<file path="src/rtl/imem_arbiter_if.sv">
// Instruction-memory arbiter bundle: fetch, debug and memory-side signals.
// Latency: wires only; the arbiter owns all timing.
// Backpressure: grants are the only stall mechanism; requesters hold until granted.
// Ports: fetch (if_*), debug/loader (dbg_*), memory (mem_*), sticky err.
// Modports: slave = the arbiter, master = requesters plus memory model.
interface imem_arbiter_if;
  logic        if_req;
  logic [31:0] if_addr;
  logic        if_gnt;
  logic        if_stall;
  logic        if_valid;
  logic [31:0] if_instr;

  logic        dbg_req;
  logic        dbg_we;
  logic [31:0] dbg_addr;
  logic [31:0] dbg_wdata;
  logic        dbg_gnt;
  logic        dbg_valid;
  logic [31:0] dbg_rdata;

  logic        err;

  logic [31:0] mem_addr;
  logic        mem_we;
  logic [31:0] mem_wdata;
  logic [31:0] mem_rdata;

  modport slave (
    input  if_req, if_addr, dbg_req, dbg_we, dbg_addr, dbg_wdata, mem_rdata,
    output if_gnt, if_stall, if_valid, if_instr,
    output dbg_gnt, dbg_valid, dbg_rdata, err,
    output mem_addr, mem_we, mem_wdata
  );

  modport master (
    output if_req, if_addr, dbg_req, dbg_we, dbg_addr, dbg_wdata, mem_rdata,
    input  if_gnt, if_stall, if_valid, if_instr,
    input  dbg_gnt, dbg_valid, dbg_rdata, err,
    input  mem_addr, mem_we, mem_wdata
  );
endinterface

</file>
<file path="src/rtl/imem_arbiter.sv">
// Shares one instruction-memory port between IF fetches and the debug/loader port.
// Latency: grant is combinational in cycle N; valid/data are registered into cycle N+1.
// Backpressure: loser sees no grant and holds its request; if_stall flags denied fetches.
// Ports: clk, reset (sync, active-high), bus (imem_arbiter_if.slave).
// Option: define IMEM_ARB_STARVE_GUARD_EN to let a fetch win after MAX_WAIT
//         consecutive denials; otherwise debug has strict priority.
module imem_arbiter #(
  parameter int MEM_WORDS = 2048,
  parameter int MAX_WAIT  = 4
) (
  input  logic          clk,
  input  logic          reset,
  imem_arbiter_if.slave bus
);

  localparam logic [29:0] WORDS_LIM = 30'(MEM_WORDS);

  logic        if_gnt;
  logic        dbg_gnt;
  logic        any_gnt;
  logic        bad;
  logic        fetch_turn;
  logic [31:0] sel_addr;
  logic [31:0] rd_word;

  logic        if_valid_q,  if_valid_d;
  logic [31:0] if_instr_q,  if_instr_d;
  logic        dbg_valid_q, dbg_valid_d;
  logic [31:0] dbg_rdata_q, dbg_rdata_d;
  logic        err_q,       err_d;
  logic [31:0] mem_addr_q,  mem_addr_d;
  logic [31:0] mem_wdata_q, mem_wdata_d;

`ifdef IMEM_ARB_STARVE_GUARD_EN
  logic [3:0]  wait_cnt_q,  wait_cnt_d;

  // Fetch has been denied long enough that it takes the port from debug.
  assign fetch_turn = (wait_cnt_q == 4'(MAX_WAIT));
`else
  assign fetch_turn = 1'b0;
`endif

  always_comb begin
    dbg_gnt  = bus.dbg_req && !(bus.if_req && fetch_turn);
    if_gnt   = bus.if_req && !dbg_gnt;
    any_gnt  = dbg_gnt || if_gnt;
    sel_addr = dbg_gnt ? bus.dbg_addr : bus.if_addr;

    // Bad accesses are still granted and completed, but never write and read as zero.
    bad      = any_gnt && ((sel_addr[1:0] != 2'b00) || (sel_addr[31:2] >= WORDS_LIM));
    rd_word  = bad ? 32'h0 : bus.mem_rdata;

    // Memory address/data hold their last granted value on idle cycles.
    mem_addr_d  = any_gnt ? {sel_addr[31:2], 2'b00} : mem_addr_q;
    mem_wdata_d = dbg_gnt ? bus.dbg_wdata : mem_wdata_q;

    if_valid_d  = if_gnt;
    if_instr_d  = if_gnt ? rd_word : if_instr_q;
    dbg_valid_d = dbg_gnt;
    // Debug writes complete with a valid pulse but leave the read data untouched.
    dbg_rdata_d = (dbg_gnt && !bus.dbg_we) ? rd_word : dbg_rdata_q;
    err_d       = err_q || bad;

`ifdef IMEM_ARB_STARVE_GUARD_EN
    if (!bus.if_req || if_gnt) begin
      wait_cnt_d = 4'd0;
    end else if (wait_cnt_q < 4'(MAX_WAIT)) begin
      wait_cnt_d = wait_cnt_q + 4'd1;
    end else begin
      wait_cnt_d = wait_cnt_q;
    end
`endif
  end

  always_ff @(posedge clk) begin
    if (reset) begin
      if_valid_q  <= 1'b0;
      if_instr_q  <= 32'h0;
      dbg_valid_q <= 1'b0;
      dbg_rdata_q <= 32'h0;
      err_q       <= 1'b0;
      mem_addr_q  <= 32'h0;
      mem_wdata_q <= 32'h0;
`ifdef IMEM_ARB_STARVE_GUARD_EN
      wait_cnt_q  <= 4'd0;
`endif
    end else begin
      if_valid_q  <= if_valid_d;
      if_instr_q  <= if_instr_d;
      dbg_valid_q <= dbg_valid_d;
      dbg_rdata_q <= dbg_rdata_d;
      err_q       <= err_d;
      mem_addr_q  <= mem_addr_d;
      mem_wdata_q <= mem_wdata_d;
`ifdef IMEM_ARB_STARVE_GUARD_EN
      wait_cnt_q  <= wait_cnt_d;
`endif
    end
  end

  assign bus.if_gnt    = if_gnt;
  assign bus.if_stall  = bus.if_req && !if_gnt;
  assign bus.if_valid  = if_valid_q;
  assign bus.if_instr  = if_instr_q;
  assign bus.dbg_gnt   = dbg_gnt;
  assign bus.dbg_valid = dbg_valid_q;
  assign bus.dbg_rdata = dbg_rdata_q;
  assign bus.err       = err_q;
  assign bus.mem_addr  = mem_addr_d;
  assign bus.mem_wdata = mem_wdata_d;
  // No memory write may happen while reset is held.
  assign bus.mem_we    = dbg_gnt && bus.dbg_we && !bad && !reset;

endmodule

</file>
<file path="src/flat_wrapper.sv">
// flat-port wrapper written by rule: the top's interface ports become plain ports
module imem_arbiter_flat 
#(
  parameter int MEM_WORDS = 2048,
  parameter int MAX_WAIT  = 4
)
  (clk, reset, bus_if_req, bus_if_addr, bus_dbg_req, bus_dbg_we, bus_dbg_addr, bus_dbg_wdata, bus_mem_rdata, bus_if_gnt, bus_if_stall, bus_if_valid, bus_if_instr, bus_dbg_gnt, bus_dbg_valid, bus_dbg_rdata, bus_err, bus_mem_addr, bus_mem_we, bus_mem_wdata);
  imem_arbiter_if bus_i ();
  input  logic clk;
  input  logic reset;
  input wire logic [$bits(bus_i.if_req)-1:0] bus_if_req;
  input wire logic [$bits(bus_i.if_addr)-1:0] bus_if_addr;
  input wire logic [$bits(bus_i.dbg_req)-1:0] bus_dbg_req;
  input wire logic [$bits(bus_i.dbg_we)-1:0] bus_dbg_we;
  input wire logic [$bits(bus_i.dbg_addr)-1:0] bus_dbg_addr;
  input wire logic [$bits(bus_i.dbg_wdata)-1:0] bus_dbg_wdata;
  input wire logic [$bits(bus_i.mem_rdata)-1:0] bus_mem_rdata;
  output wire logic [$bits(bus_i.if_gnt)-1:0] bus_if_gnt;
  output wire logic [$bits(bus_i.if_stall)-1:0] bus_if_stall;
  output wire logic [$bits(bus_i.if_valid)-1:0] bus_if_valid;
  output wire logic [$bits(bus_i.if_instr)-1:0] bus_if_instr;
  output wire logic [$bits(bus_i.dbg_gnt)-1:0] bus_dbg_gnt;
  output wire logic [$bits(bus_i.dbg_valid)-1:0] bus_dbg_valid;
  output wire logic [$bits(bus_i.dbg_rdata)-1:0] bus_dbg_rdata;
  output wire logic [$bits(bus_i.err)-1:0] bus_err;
  output wire logic [$bits(bus_i.mem_addr)-1:0] bus_mem_addr;
  output wire logic [$bits(bus_i.mem_we)-1:0] bus_mem_we;
  output wire logic [$bits(bus_i.mem_wdata)-1:0] bus_mem_wdata;
  assign bus_i.if_req = bus_if_req;
  assign bus_i.if_addr = bus_if_addr;
  assign bus_i.dbg_req = bus_dbg_req;
  assign bus_i.dbg_we = bus_dbg_we;
  assign bus_i.dbg_addr = bus_dbg_addr;
  assign bus_i.dbg_wdata = bus_dbg_wdata;
  assign bus_i.mem_rdata = bus_mem_rdata;
  assign bus_if_gnt = bus_i.if_gnt;
  assign bus_if_stall = bus_i.if_stall;
  assign bus_if_valid = bus_i.if_valid;
  assign bus_if_instr = bus_i.if_instr;
  assign bus_dbg_gnt = bus_i.dbg_gnt;
  assign bus_dbg_valid = bus_i.dbg_valid;
  assign bus_dbg_rdata = bus_i.dbg_rdata;
  assign bus_err = bus_i.err;
  assign bus_mem_addr = bus_i.mem_addr;
  assign bus_mem_we = bus_i.mem_we;
  assign bus_mem_wdata = bus_i.mem_wdata;
  imem_arbiter #(.MEM_WORDS(MEM_WORDS), .MAX_WAIT(MAX_WAIT)) u_core (.clk(clk), .reset(reset), .bus(bus_i));
endmodule
</file>
<file path="config.mk">
export PLATFORM = sky130hd
export DESIGN_NAME = imem_arbiter_flat
export DESIGN_NICKNAME = d
export VERILOG_FILES = /design/src/rtl/imem_arbiter_if.sv /design/src/rtl/imem_arbiter.sv /design/src/flat_wrapper.sv
export SDC_FILE = /design/constraint.sdc
export NUM_CORES = 1
export LEC_CHECK = 0
export BUFFER_PORTS_ARGS = -buffer_cell sky130_fd_sc_hd__buf_2
export CORE_MARGIN = 1
export CORE_UTILIZATION = 27
export CTS_BUF_LIST = sky130_fd_sc_hd__clkbuf_8
export DETAILED_ROUTE_END_ITERATION = 7
export GPL_ROUTABILITY_DRIVEN = 1
export PLACE_DENSITY = 0.56
export SYNTH_ARGS = -nofsm -noshare
export SYNTH_HDL_FRONTEND = slang
export SYNTH_SLANG_ARGS = --single-unit
</file>
<file path="constraint.sdc">
create_clock -name clk -period 5.5 [get_ports clk]
set_input_delay 1.1 -clock clk [delete_from_list [all_inputs] [get_ports clk]]
set_output_delay 1.1 -clock clk [all_outputs]
set_load 0.02 [all_outputs]
</file>
==> results.env, run 1 <==
CRIT-REG2REG-CAPTURE='u_core.mem_addr_q[29]'
POST_ROUTE_CELLS_DRIVE_ABOVE_1_SHARE_PCT=46.8
TIMING.REG2REG.WORST_PATH_DEPTH=3
FINALWORSTPATHREQUIREDPERIOD_NS=3.95
TIMING_HOLD_VIOLATIONS_FINAL=0
WIRELENGTH_MICRONS=17300
CORE_AREA_SQ_MM=0.0204
REQUIRED_TIME_OF_THE_CRITICAL_PATH_NS=4.40
PATH_CLK_SLEW_NS=0.08
POST-PLACE-WS_NS=1.49
TIMING.SETUP.CRITICAL_PATH_CLASS='in2out'
CRITICAL_PATH.REG2REG.STARTPOINT='u_core.mem_addr_q[29]'
TIMING.CRITICAL_PATH.FROM_TYPE='primary input'
GR-USAGE-ALL-LAYERS_PCT=16.0
SETUP-TNS-FINAL_NS=0
AREA_GROWTH_SYN_TO_LAYOUT_PCT=35.4
SETUP_SLACK_REG_TO_REG_NS=4.40
RSZ0062_AT_GRT='no'
ROW_COUNT=52
CTS.REPAIR.RESIZED=0
ENDPOINT_KIND='output pin'
DIE_H_MICRONS=147
YOSYSSEQAREASHARE_PCT=46.5
NNETSFINAL=968
SYNTHESIS.AREA_SQ_MM=0.00565
TIMING.CRITICAL_PATH.DEPTH=6
NUMBER_OF_DRC_MARKERS_IN_ITERATION_0=208
WORST_SLEW_MARGIN_REL_PCT=32.9
NUMCTSBUFFERS=17
MAX_CAPACITANCE_VIOLATION_COUNT=0
TIMING.CRITICAL_PATH.MAX_DELAY_FAMILY='simple AND/OR/NAND/NOR gates'
SYNTH.LIB_CELLS_USED.DISTINCT=29
TIMING.CRITICAL_PATH.CELLS='buf_4 > or4b_1 > o22ai_1 > nand3_4 > nor3_1 > buf_2'
YOSYS.AREA.TOP_TYPE='sky130_fd_sc_hd__dfxtp_1'
DRV_SLEW=0
WIRE_LENGTH_OF_THE_FIRST_GLOBAL_ROUTING_PASS_MICRONS=26800
PLACEDINSTANCEAREA_SQ_MM=0.00718
CLOCK-SINKS=131
LEAKAGE_nW=3.40
CP_NUM_BUF_INV=2
START_UTIL_PCT=27.7
PIN_COUNT=268
SYNTHESIS.NETS=726
POST_DRT_WL_PER_CELL_MICRONS=15.5
DP_CELLS=1086
SYNTH_CELLS=593
VIA_PER_INST=4.55
VDD_DROP_MAX_mV=0.165
CRITICAL_PATH.SLOWEST_CELL='sky130_fd_sc_hd__or4b_1'
CLK-INSERTION-DELAY-LATE_NS=0.43
DATA_ARRIVAL_AT_THE_ENDPOINT_OF_THE_CRITICAL_PATH_NS=2.85
TIMING.FINAL.CRIT_SHARE_PCT=71.8
CRIT_START='bus_dbg_req'
DETAIL_ROUTE.DRC_VIOLATIONS=0
ANTENNA_VIOLATIONS_BEFORE_REPAIR=0
FP.DIEW_MICRONS=147
NETLIST_TOP_CELLS_AREA='sky130_fd_sc_hd__dfxtp_1 (46%), sky130_fd_sc_hd__o31ai_2 (8.9%), sky130_fd_sc_hd__nand2_1 (8.1%)'
REPORT.FINAL.SETUP_VIOL=0
SETUP.WORST_PATH.END='bus_mem_we'
GRT_OVERFLOW=0
CTS.REPAIR_TIMING.SETUP_BUFFER_COUNT=0
INSERTED_DIODES=0
WORST-SLEW-PIN-TRANSITION_NS=1.00
DIE_OUTLINE_AREA_SQ_MM=0.0215
MAPPED_AVG_CELL_AREA_SQ_UM=9.52
MAX_STAGE_DELAY_NS=0.48
CTSHTREEMAXLEVEL=4
GRT_MAX_DEGREE=66
CLK_ROOT_BUFFER_CELL='sky130_fd_sc_hd__clkbuf_8'
DETAIL_ROUTE.FIRST_PASS.ITERATIONS=4
MIN_PATH_TYPE='reg2reg'
PLACE_HPWL_MICRONS=11700
PLACE.GP.CONGESTION=0.757
RUN_STATUS='completed'
CRIT_PATH_MAX_FANOUT=33
TRITONCTS='done'
TIMING.CLOCK.SKEW_NS=0
YOSYS_WARNINGS=0
SYNTH_TOP_CELL_AREA_SHARE_PCT=46.5
NUMBER_OF_BUFFERS_INSERTED_FOR_HOLD_REPAIR_AFTER_CLOCK_TREE_SYNTHESIS=0
ROUTE.VIAS.TOTAL=5082
YS_SEQ_ELEMENTS=131
DRTANTENNAVIOLNETS=0
POST_ROUTE_UTILIZATION_PCT=37.5
DESIGN_AREA_SQ_MM=0.00764
FMAXACHIEVABLE_GHz=0.253
FINALWORSTSETUPSLACK_NS=1.55
POWER.DENSITY_mW_PER_MM2=294
CTS_BUFFER_DEPTH=2
FIRST_GLOBAL_VIAS=4941
NUMBER_OF_NON_FILLER_INSTANCES_IN_THE_COMPLETED_LAYOUT=1118
PLACE.PORT_BUFFERS=267
metal layers:
layer / global-route usage (%) / share of wire [%] / vias up / wire length, microns
met3: 6.16 / 8.5 / 11 / 1470
met2: 27.5 / 49 / 208 / 8490
met1: 18.2 / 42 / 2339 / 7200
met4: 5.10 / 1.0 / 0 / 174
met5: 0 / 0 / - / 0
li1: - / - / 2524 / -
worst min path at each step:
stage          slack, ns                startpoint                  endpoint  cells past startpoint
2_1_floorplan       0.53    u_core.bus.if_instr[0]    u_core.bus.if_instr[0]                      2
3_3_place_gp        0.43  u_core.bus.dbg_rdata[31]  u_core.bus.dbg_rdata[31]                      2
3_5_place_dp        0.44  u_core.bus.dbg_rdata[13]  u_core.bus.dbg_rdata[13]                      2
4_1_cts             0.46  u_core.bus.dbg_rdata[28]  u_core.bus.dbg_rdata[28]                      2
5_1_grt             0.47    u_core.bus.if_instr[0]    u_core.bus.if_instr[0]                      2
6_report            0.45  u_core.bus.dbg_rdata[28]  u_core.bus.dbg_rdata[28]                      2
power by group:
group          internal (mW)  total [mW]  leakage, nW  switching, mW
sequential             0.977       0.984         1.07        0.00710
clock                  0.545       0.963        0.227          0.418
combinational          0.124       0.302         2.10          0.178
kinds of logic (layout without fill, tap and decap cells):
logic type,after synthesis,in the layout,share of synthesized area (%)
multiplexers,65,65,12.4
buffers and inverters,55,310,4.57
AND/OR/NAND/NOR,244,244,21.1
flip-flops,131,131,46.5
AO/OA/AOI/OAI,98,98,15.5
cell usage in the layout, fill, tap and decap left out, types with 4 or more instances in the layout:
cell and n:
sky130_fd_sc_hd__clkbuf_8 17, sky130_fd_sc_hd__nor2b_1 65, sky130_fd_sc_hd__dfxtp_1 131, sky130_fd_sc_hd__buf_2 266, sky130_fd_sc_hd__inv_6 4, sky130_fd_sc_hd__nand3_1 32, sky130_fd_sc_hd__o21ai_0 25, sky130_fd_sc_hd__o31ai_2 40
sky130_fd_sc_hd__nand2_1 122, sky130_fd_sc_hd__mux2i_1 25, sky130_fd_sc_hd__mux2_2 40, sky130_fd_sc_hd__buf_4 11, sky130_fd_sc_hd__or4_1 6, sky130_fd_sc_hd__o31ai_1 24, sky130_fd_sc_hd__bufinv_16 5
worst register-to-register path, cell delays in order (launching register included):
cell	delay, ns
sky130_fd_sc_hd__dfxtp_1	0.31
sky130_fd_sc_hd__mux2_2	0.25
sky130_fd_sc_hd__mux2_2	0.28
sky130_fd_sc_hd__nor2b_1	0.13
synthesized netlist by cell type:
cell type                  number
sky130_fd_sc_hd__dfxtp_1      131
sky130_fd_sc_hd__nand2_1      122
sky130_fd_sc_hd__nor2b_1       67
sky130_fd_sc_hd__mux2_2        40
sky130_fd_sc_hd__o31ai_2       40
sky130_fd_sc_hd__nand3_1       32
sky130_fd_sc_hd__clkbuf_1      31
sky130_fd_sc_hd__mux2i_1       25
sky130_fd_sc_hd__o21ai_0       25
sky130_fd_sc_hd__o31ai_1       24
sky130_fd_sc_hd__buf_1          9
sky130_fd_sc_hd__buf_2          8
sky130_fd_sc_hd__or4_1          6
sky130_fd_sc_hd__buf_6          5
sky130_fd_sc_hd__nor2_1         4
sky130_fd_sc_hd__and2_1         3
sky130_fd_sc_hd__nor3_1         3
sky130_fd_sc_hd__o22ai_1        3
sky130_fd_sc_hd__or4b_1         3
sky130_fd_sc_hd__nand2b_1       2
sky130_fd_sc_hd__o21a_1         2
sky130_fd_sc_hd__a21oi_1        1
sky130_fd_sc_hd__buf_4          1
sky130_fd_sc_hd__inv_1          1
sky130_fd_sc_hd__nand3_2        1
sky130_fd_sc_hd__o21ai_1        1
sky130_fd_sc_hd__o31a_1         1
sky130_fd_sc_hd__o32ai_2        1
sky130_fd_sc_hd__or2_2          1
flip-flops by register name (all words and copies together) (netlist names):
signal / cells
u_core.bus.dbg_rdata: 32
u_core.bus.dbg_valid: 1
u_core.bus.err: 1
u_core.bus.if_valid: 1
u_core.mem_addr_q: 32
u_core.bus.if_instr: 32
u_core.mem_wdata_q: 32
stage by stage:
step           hold slack [ns]  power, mW
6_report                 0.448       2.25
5_1_grt                  0.467       2.34
4_1_cts                  0.455       2.29
3_5_place_dp             0.437       1.31
3_3_place_gp             0.430       1.31
2_1_floorplan            0.530       1.18
area by class of cell:
class / instances / area, sq um
sequential: 131 / 2620
clock inverter: 15 / 228
inverter: 1 / 3.75
clock buffer: 17 / 234
fill: 2106 / 12700
tap: 270 / 338
timing repair buffer: 277 / 1410
multi-input combinational: 407 / 2800
Note: power is estimated with default switching activity, not from simulation.
==> run 2, diff against run 1 <==
Clock period 5.5 ns to 3.9 ns, I/O delays scaled along.
==> results.env, run 2 (same netlist as run 1, synthesis figures left out) <==
RSZ0062_AT_GRT='no'  # unchanged
CTSHTREEMAXLEVEL=4  # unchanged
FIRST_GLOBAL_VIAS=5154  # was 4941
INSERTED_DIODES=0  # unchanged
PIN_COUNT=268  # unchanged
POWER.DENSITY_mW_PER_MM2=405  # was 294 mW/mm^2
FINALWORSTPATHREQUIREDPERIOD_NS=3.30
DESIGN_POWER_TOTAL_mW=3.09  # was 2.25 mW
DATA_ARRIVAL_AT_THE_ENDPOINT_OF_THE_CRITICAL_PATH_NS=2.52  # was 2.85 ns
CTS.REPAIR.RESIZED=0  # unchanged
AREA_GROWTH_SYN_TO_LAYOUT_PCT=35.3  # was 35.4%
CP_NUM_BUF_INV=2  # unchanged
COMB_POWER_SHARE_PCT=13.9  # was 13.4%
NUMCTSBUFFERS=17  # unchanged
TRITONCTS='done'  # unchanged
SETUP-TNS-FINAL_NS=0  # unchanged
FP.DIEW_MICRONS=147  # unchanged
NUMBER_OF_BUFFERS_INSERTED_FOR_HOLD_REPAIR_AFTER_CLOCK_TREE_SYNTHESIS=0  # unchanged
CLK_ROOT_BUFFER_CELL='sky130_fd_sc_hd__clkbuf_8'  # unchanged
CRITICAL_PATH.SLOWEST_CELL='sky130_fd_sc_hd__or4b_1'  # unchanged
ROW_COUNT=52  # unchanged
CLOCK-SINKS=131  # unchanged
CTS_BUFFER_DEPTH=2  # unchanged
MAX_CAPACITANCE_VIOLATION_COUNT=0  # unchanged
LEAKAGE_nW=3.40  # about the same
PLACE_HPWL_MICRONS=11900  # was 11700 microns
CTS.REPAIR_TIMING.SETUP_BUFFER_COUNT=0  # unchanged
WORST-SLEW-PIN-TRANSITION_NS=0.992  # was 1.00 ns
SWITCHING_SHARE_PCT=28.6  # was 26.8%
MIN_PATH_TYPE='reg2reg'  # unchanged
TIMING.CLOCK.SKEW_NS=0  # unchanged
ANTENNA_VIOLATIONS_BEFORE_REPAIR=0  # unchanged
P_SEQ_SHARE_PCT=44.9  # was 43.7%
DIE_OUTLINE_AREA_SQ_MM=0.0215  # unchanged
DIE_H_MICRONS=147  # unchanged
WORST_SLEW_MARGIN_REL_PCT=33.9  # was 32.9%
REPORT.FINAL.SETUP_VIOL=0  # unchanged
DRV_SLEW=0  # unchanged
DETAIL_ROUTE.FIRST_PASS.ITERATIONS=4  # unchanged
CLOCKPOWERSHARE_PCT=41.1  # was 42.8%
GR-USAGE-ALL-LAYERS_PCT=16.5  # was 16.0%
PATH_CLK_SLEW_NS=0.08  # about the same
TIMING.CRITICAL_PATH.FROM_TYPE='primary input'  # unchanged
TIMING_HOLD_VIOLATIONS_FINAL=0  # unchanged
POST_DRT_WL_PER_CELL_MICRONS=15.4  # was 15.5 microns
ENDPOINT_KIND='output pin'  # unchanged
VIA_PER_INST=4.53  # was 4.55
RUN_STATUS='completed'  # unchanged
VDD_DROP_MAX_mV=0.179  # was 0.165 mV
TOP_LIBRARY_CELLS_BY_USAGE_IN_THE_LAYOUT_FILL_AND_TAPS_ASIDE='sky130_fd_sc_hd__buf_2 (266), sky130_fd_sc_hd__dfxtp_1 (131), sky130_fd_sc_hd__nand2_1 (122)'  # unchanged
CLK-INSERTION-DELAY-LATE_NS=0.42  # was 0.43 ns
DETAIL_ROUTE.DRC_VIOLATIONS=0  # unchanged
PLACE.PORT_BUFFERS=267  # unchanged
PLACE.GP.CONGESTION=0.814  # was 0.757
REQUIRED_TIME_OF_THE_CRITICAL_PATH_NS=3.12  # was 4.40 ns
DRTANTENNAVIOLNETS=0  # unchanged
MAX_STAGE_DELAY_NS=0.47  # was 0.48 ns
START_UTIL_PCT=27.7  # unchanged
TIMING.SETUP.CRITICAL_PATH_CLASS='in2out'  # unchanged
CRIT_PATH_MAX_FANOUT=33  # unchanged
SWITCHINGPOWER_mW=0.884  # was 0.604 mW
TIMING.CRITICAL_PATH.CELLS='buf_4 > or4b_1 > o22ai_1 > nand3_4 > nor3_1 > buf_2'  # unchanged
GRT_MAX_DEGREE=69  # was 66
ROUTE.VIAS.TOTAL=5080  # was 5082
NUMBER_OF_DRC_MARKERS_IN_ITERATION_0=144  # was 208
POST_ROUTE_CELLS_DRIVE_ABOVE_1_SHARE_PCT=47.1  # was 46.8%
TIMING.CRITICAL_PATH.MAX_DELAY_FAMILY='simple AND/OR/NAND/NOR gates'  # unchanged
GRT_OVERFLOW=0  # unchanged
FMAXACHIEVABLE_GHz=0.303
MOSTFREQUENTLAYOUTCELL='sky130_fd_sc_hd__buf_2'  # unchanged
NNETSFINAL=972  # was 968
CORE_AREA_SQ_MM=0.0204  # unchanged
WIRELENGTH_MICRONS=17300  # about the same
INTPOWER_mW=2.21  # was 1.65 mW
TIMING.FINAL.CRIT_SHARE_PCT=84.6
WIRE_LENGTH_OF_THE_FIRST_GLOBAL_ROUTING_PASS_MICRONS=27600  # was 26800 microns
==> run 2: power by group through the flow <==
stage	Sequential (mW)	Combinational [mW]	Clock (mW)
4_1_cts	1.39	0.438	1.32
3_5_place_dp	1.42	0.437	0
3_3_place_gp	1.42	0.437	0
2_1_floorplan	1.42	0.252	0
6_report	1.39	0.431	1.27
5_1_grt	1.39	0.470	1.38
==> run 2: path summary, 6_finish.rpt <==
path                                    to  cells after the start                     start  slack, ns
hold / removal    u_core.bus.dbg_rdata[17]                      2  u_core.bus.dbg_rdata[17]       0.45
setup / recovery                bus_mem_we                      6               bus_dbg_req       0.60
setup reg to reg     u_core.mem_addr_q[29]                      3     u_core.mem_addr_q[29]       2.79
hold reg to reg   u_core.bus.dbg_rdata[17]                      2  u_core.bus.dbg_rdata[17]       0.45
==> run 2: per-layer routing <==
layer / routed length (microns) / up-vias / track usage (%)
met4: 208 / 0 / 4.74
met5: 0 / - / 0
met3: 1240 / 10 / 5.75
met1: 7450 / 2349 / 19.3
li1: - / 2530 / -
met2: 8390 / 191 / 28.2
==> run 2: metrics by stage <==
step | cells | setup WS (ns) | instance area (sq um) | utilization, % | hold WS (ns)
4_1_cts | 1122 | 0.481 | 7640 | 37.5 | 0.458
3_3_place_gp | 1090 | 0.439 | 7210 | 35.4 | 0.431
3_5_place_dp | 1090 | 0.482 | 7210 | 35.4 | 0.440
5_1_grt | 1122 | 0.402 | 7640 | 37.5 | 0.471
2_1_floorplan | 593 | 0.699 | 5650 | - | 0.530
6_report | 1122 | 0.602 | 7640 | 37.5 | 0.454
==> run 2: final cells by class <==
class | instances | area, sq um
multi-input combinational | 407 | 2800
timing repair buffer | 281 | 1440
clock buffer | 17 | 234
fill | 2149 | 12700
clock inverter | 15 | 194
sequential | 131 | 2620
inverter | 1 | 3.75
tap | 270 | 338
==> run 2: worst reg2reg max path, delay by kind of cell (launching register included) <==
| family | cells | cell delay, ns |
|---|---|---|
| mux | 2 | 0.52 |
| flops | 1 | 0.32 |
| simple gates | 1 | 0.13 |
==> run 3, diff against run 2 <==
Settings changed: PLACE_DENSITY 0.56 to 0.58.
Clock period 3.9 ns to 3 ns, I/O delays scaled along.
==> results.env, run 3 (same netlist as run 1, synthesis figures left out) <==
NUMBER_OF_BUFFERS_INSERTED_FOR_HOLD_REPAIR_AFTER_CLOCK_TREE_SYNTHESIS=0  # unchanged
AREA_GROWTH_SYN_TO_LAYOUT_PCT=35.8  # was 35.3%
NNETSFINAL=973  # was 972
MIN_PATH_TYPE='in2reg'  # was reg2reg
CTS_BUFFER_DEPTH=2  # unchanged
PIN_COUNT=268  # unchanged
TIMING.CLOCK.SKEW_NS=0  # unchanged
CLK_ROOT_BUFFER_CELL='sky130_fd_sc_hd__clkbuf_8'  # unchanged
TIMING.CRITICAL_PATH.FROM_TYPE='primary input'  # unchanged
TIMING.FINAL.CRIT_SHARE_PCT=94.4
WORST_SLEW_MARGIN_REL_PCT=35.9  # was 33.9%
FIN_HOLD_WS_NS=0.422  # was 0.454 ns
GR-USAGE-ALL-LAYERS_PCT=16.3  # was 16.5%
VIA_PER_INST=4.51  # was 4.53
CRIT-REG2REG-CAPTURE='u_core.mem_addr_q[25]'  # was u_core.mem_addr_q[29]
TIMING.SETUP.CRITICAL_PATH_CLASS='in2out'  # unchanged
NUMBER_OF_DRC_MARKERS_IN_ITERATION_0=215  # was 144
POST_DRT_WL_PER_CELL_MICRONS=15.5  # was 15.4 microns
POST_ROUTE_UTILIZATION_PCT=37.7  # was 37.5%
RUN_STATUS='completed'  # unchanged
CTSHTREEMAXLEVEL=4  # unchanged
DETAIL_ROUTE.FIRST_PASS.ITERATIONS=6  # was 4
GRT_MAX_DEGREE=66  # was 69
WIRELENGTH_MICRONS=17400  # was 17300 microns
TIMING.CRITICAL_PATH.DEPTH=7  # was 6
CTS.REPAIR_TIMING.SETUP_BUFFER_COUNT=0  # unchanged
CRITICAL_PATH.REG2REG.STARTPOINT='u_core.mem_addr_q[25]'  # was u_core.mem_addr_q[29]
TRITONCTS='done'  # unchanged
FINALWORSTPATHREQUIREDPERIOD_NS=2.83
RSZ0062_AT_GRT='no'  # unchanged
DP_CELLS=1091  # was 1090
DIE_OUTLINE_AREA_SQ_MM=0.0215  # unchanged
REPORT.FINAL.SETUP_VIOL=0  # unchanged
ROW_COUNT=52  # unchanged
FP.DIEW_MICRONS=147  # unchanged
ANTENNA_VIOLATIONS_BEFORE_REPAIR=0  # unchanged
ROUTE.VIAS.TOTAL=5060  # was 5080
CRIT_PATH_FREQUENT_CELL='sky130_fd_sc_hd__buf_2'
ENDPOINT_KIND='output pin'  # unchanged
TIMING.CRITICAL_PATH.MAX_DELAY_FAMILY='simple AND/OR/NAND/NOR gates'  # unchanged
TIMING.REG2REG.WORST_PATH_DEPTH=3  # unchanged
TIMING_HOLD_VIOLATIONS_FINAL=0  # unchanged
POST_ROUTE_CELLS_DRIVE_ABOVE_1_SHARE_PCT=47.1  # about the same
TIMING.CRITICAL_PATH.CELLS='buf_2 > or4_1 > o22ai_2 > buf_4 > nand3_4 > nor3_1 > buf_2'  # was buf_4 > or4b_1 > o22ai_1 > nand3_4 > nor3_1 > buf_2
CP_NUM_BUF_INV=3  # was 2
NUMCTSBUFFERS=17  # unchanged
PLACE.GP.CONGESTION=0.802  # was 0.814
START_UTIL_PCT=27.7  # unchanged
CRIT_PATH_MAX_FANOUT=2  # was 33
PLACE_HPWL_MICRONS=12100  # was 11900 microns
MOSTFREQUENTLAYOUTCELL='sky130_fd_sc_hd__buf_2'  # unchanged
WIRE_LENGTH_OF_THE_FIRST_GLOBAL_ROUTING_PASS_MICRONS=27100  # was 27600 microns
MAX_STAGE_DELAY_NS=0.56  # was 0.47 ns
SETUP-TNS-FINAL_NS=0  # unchanged
INTPOWER_mW=2.85  # was 2.21 mW
DIE_H_MICRONS=147  # unchanged
CLOCKPOWERSHARE_PCT=40.2  # was 41.1%
SETUP_SLACK_REG_TO_REG_NS=1.91  # was 2.79 ns
DRV_SLEW=0  # unchanged
REQUIRED_TIME_OF_THE_CRITICAL_PATH_NS=2.40  # was 3.12 ns
CORE_AREA_SQ_MM=0.0204  # unchanged
POWER.DENSITY_mW_PER_MM2=516  # was 405 mW/mm^2
DESIGN_POWER_TOTAL_mW=3.95  # was 3.09 mW
TOP_LIBRARY_CELLS_BY_USAGE_IN_THE_LAYOUT_FILL_AND_TAPS_ASIDE='sky130_fd_sc_hd__buf_2 (266), sky130_fd_sc_hd__dfxtp_1 (131), sky130_fd_sc_hd__nand2_1 (122)'  # unchanged
DETAIL_ROUTE.DRC_VIOLATIONS=0  # unchanged
PATH_CLK_SLEW_NS=0.09  # was 0.08 ns
LEAKAGE_nW=3.41  # was 3.40 nW
DATA_ARRIVAL_AT_THE_ENDPOINT_OF_THE_CRITICAL_PATH_NS=2.23  # was 2.52 ns
P_SEQ_SHARE_PCT=45.6  # was 44.9%
SWITCHING_SHARE_PCT=27.8  # was 28.6%
SWITCHINGPOWER_mW=1.10  # was 0.884 mW
VDD_DROP_MAX_mV=0.234  # was 0.179 mV
CRITICAL_PATH.SLOWEST_CELL='sky130_fd_sc_hd__or4_1'  # was sky130_fd_sc_hd__or4b_1
FMAXACHIEVABLE_GHz=0.353
NUMBER_OF_NON_FILLER_INSTANCES_IN_THE_COMPLETED_LAYOUT=1123  # was 1122
CRIT_START='bus_if_addr[29]'  # was bus_dbg_req
MAX_CAPACITANCE_VIOLATION_COUNT=0  # unchanged
WORST-SLEW-PIN-TRANSITION_NS=0.959  # was 0.992 ns
INSERTED_DIODES=0  # unchanged
PLACE.PORT_BUFFERS=267  # unchanged
COMB_POWER_SHARE_PCT=14.2  # was 13.9%
SETUP.WORST_PATH.END='bus_mem_we'  # unchanged
FIRST_GLOBAL_VIAS=4977  # was 5154
CLK-INSERTION-DELAY-LATE_NS=0.44  # was 0.42 ns
GRT_OVERFLOW=0  # unchanged
CTS.REPAIR.RESIZED=0  # unchanged
DRTANTENNAVIOLNETS=0  # unchanged
CLOCK-SINKS=131  # unchanged
-- run 3: cell types whose count changed in the layout (fill, tap and decap cells not counted), sizes merged --
cell | previous run | this run
inv | 9 | 5
clkinv | 1 | 4
buf | 281 | 282
clkinvlp | 3 | 4
-- run 3: layout make-up --
type,count,area (sq um)
fillers,2090,12700
multi-input cells,407,2810
flip-flops and latches,131,2620
repair buffers,282,1480
well taps,270,338
clock buffers,17,234
clock inverters,15,184
inverters,1,3.75
-- run 3: layer usage --
layer,global-route usage [%],wire length [microns],up-vias
li1,-,-,2530
met1,19.1,7320,2323
met2,27.6,8490,194
met3,5.69,1370,13
met4,5.21,246,0
met5,0,0,-
-- run 3: metrics by stage --
stage / setup WS [ns] / cell area [sq um]
after floorplan: 0.159 / 5650
after global placement: 0.0338 / 7240
after detailed placement: 0.0114 / 7240
after CTS: 0.0103 / 7660
after global routing: 0.0793 / 7670
final: 0.167 / 7670
-- run 3: worst reg2reg max path, cell delays in order (launching register included) --
cell                      delay (ns)
sky130_fd_sc_hd__dfxtp_1        0.30
sky130_fd_sc_hd__mux2_2         0.25
sky130_fd_sc_hd__mux2_2         0.28
sky130_fd_sc_hd__nor2b_1        0.13
-- run 3: how the worst min path moves through the flow --
stage | start | end | cells past startpoint | slack (ns)
after CTS | bus_mem_rdata[3] | u_core.bus.if_instr[3] | 3 | 0.37
final | bus_mem_rdata[30] | u_core.bus.if_instr[30] | 3 | 0.42
after detailed placement | u_core.bus.dbg_rdata[22] | u_core.bus.dbg_rdata[22] | 2 | 0.44
after global placement | u_core.bus.if_instr[0] | u_core.bus.if_instr[0] | 2 | 0.43
after floorplan | u_core.bus.if_instr[0] | u_core.bus.if_instr[0] | 2 | 0.53
after global routing | bus_mem_rdata[27] | u_core.bus.if_instr[27] | 3 | 0.38
-- run 3: power groups by stage --
| stage | clock network (mW) | logic (mW) | registers, mW |
|---|---|---|---|
| 2_1_floorplan | 0 | 0.327 | 1.84 |
| 3_3_place_gp | 0 | 0.568 | 1.85 |
| 3_5_place_dp | 0 | 0.568 | 1.85 |
| 4_1_cts | 1.66 | 0.570 | 1.81 |
| 5_1_grt | 1.74 | 0.613 | 1.81 |
| 6_report | 1.59 | 0.561 | 1.80 |
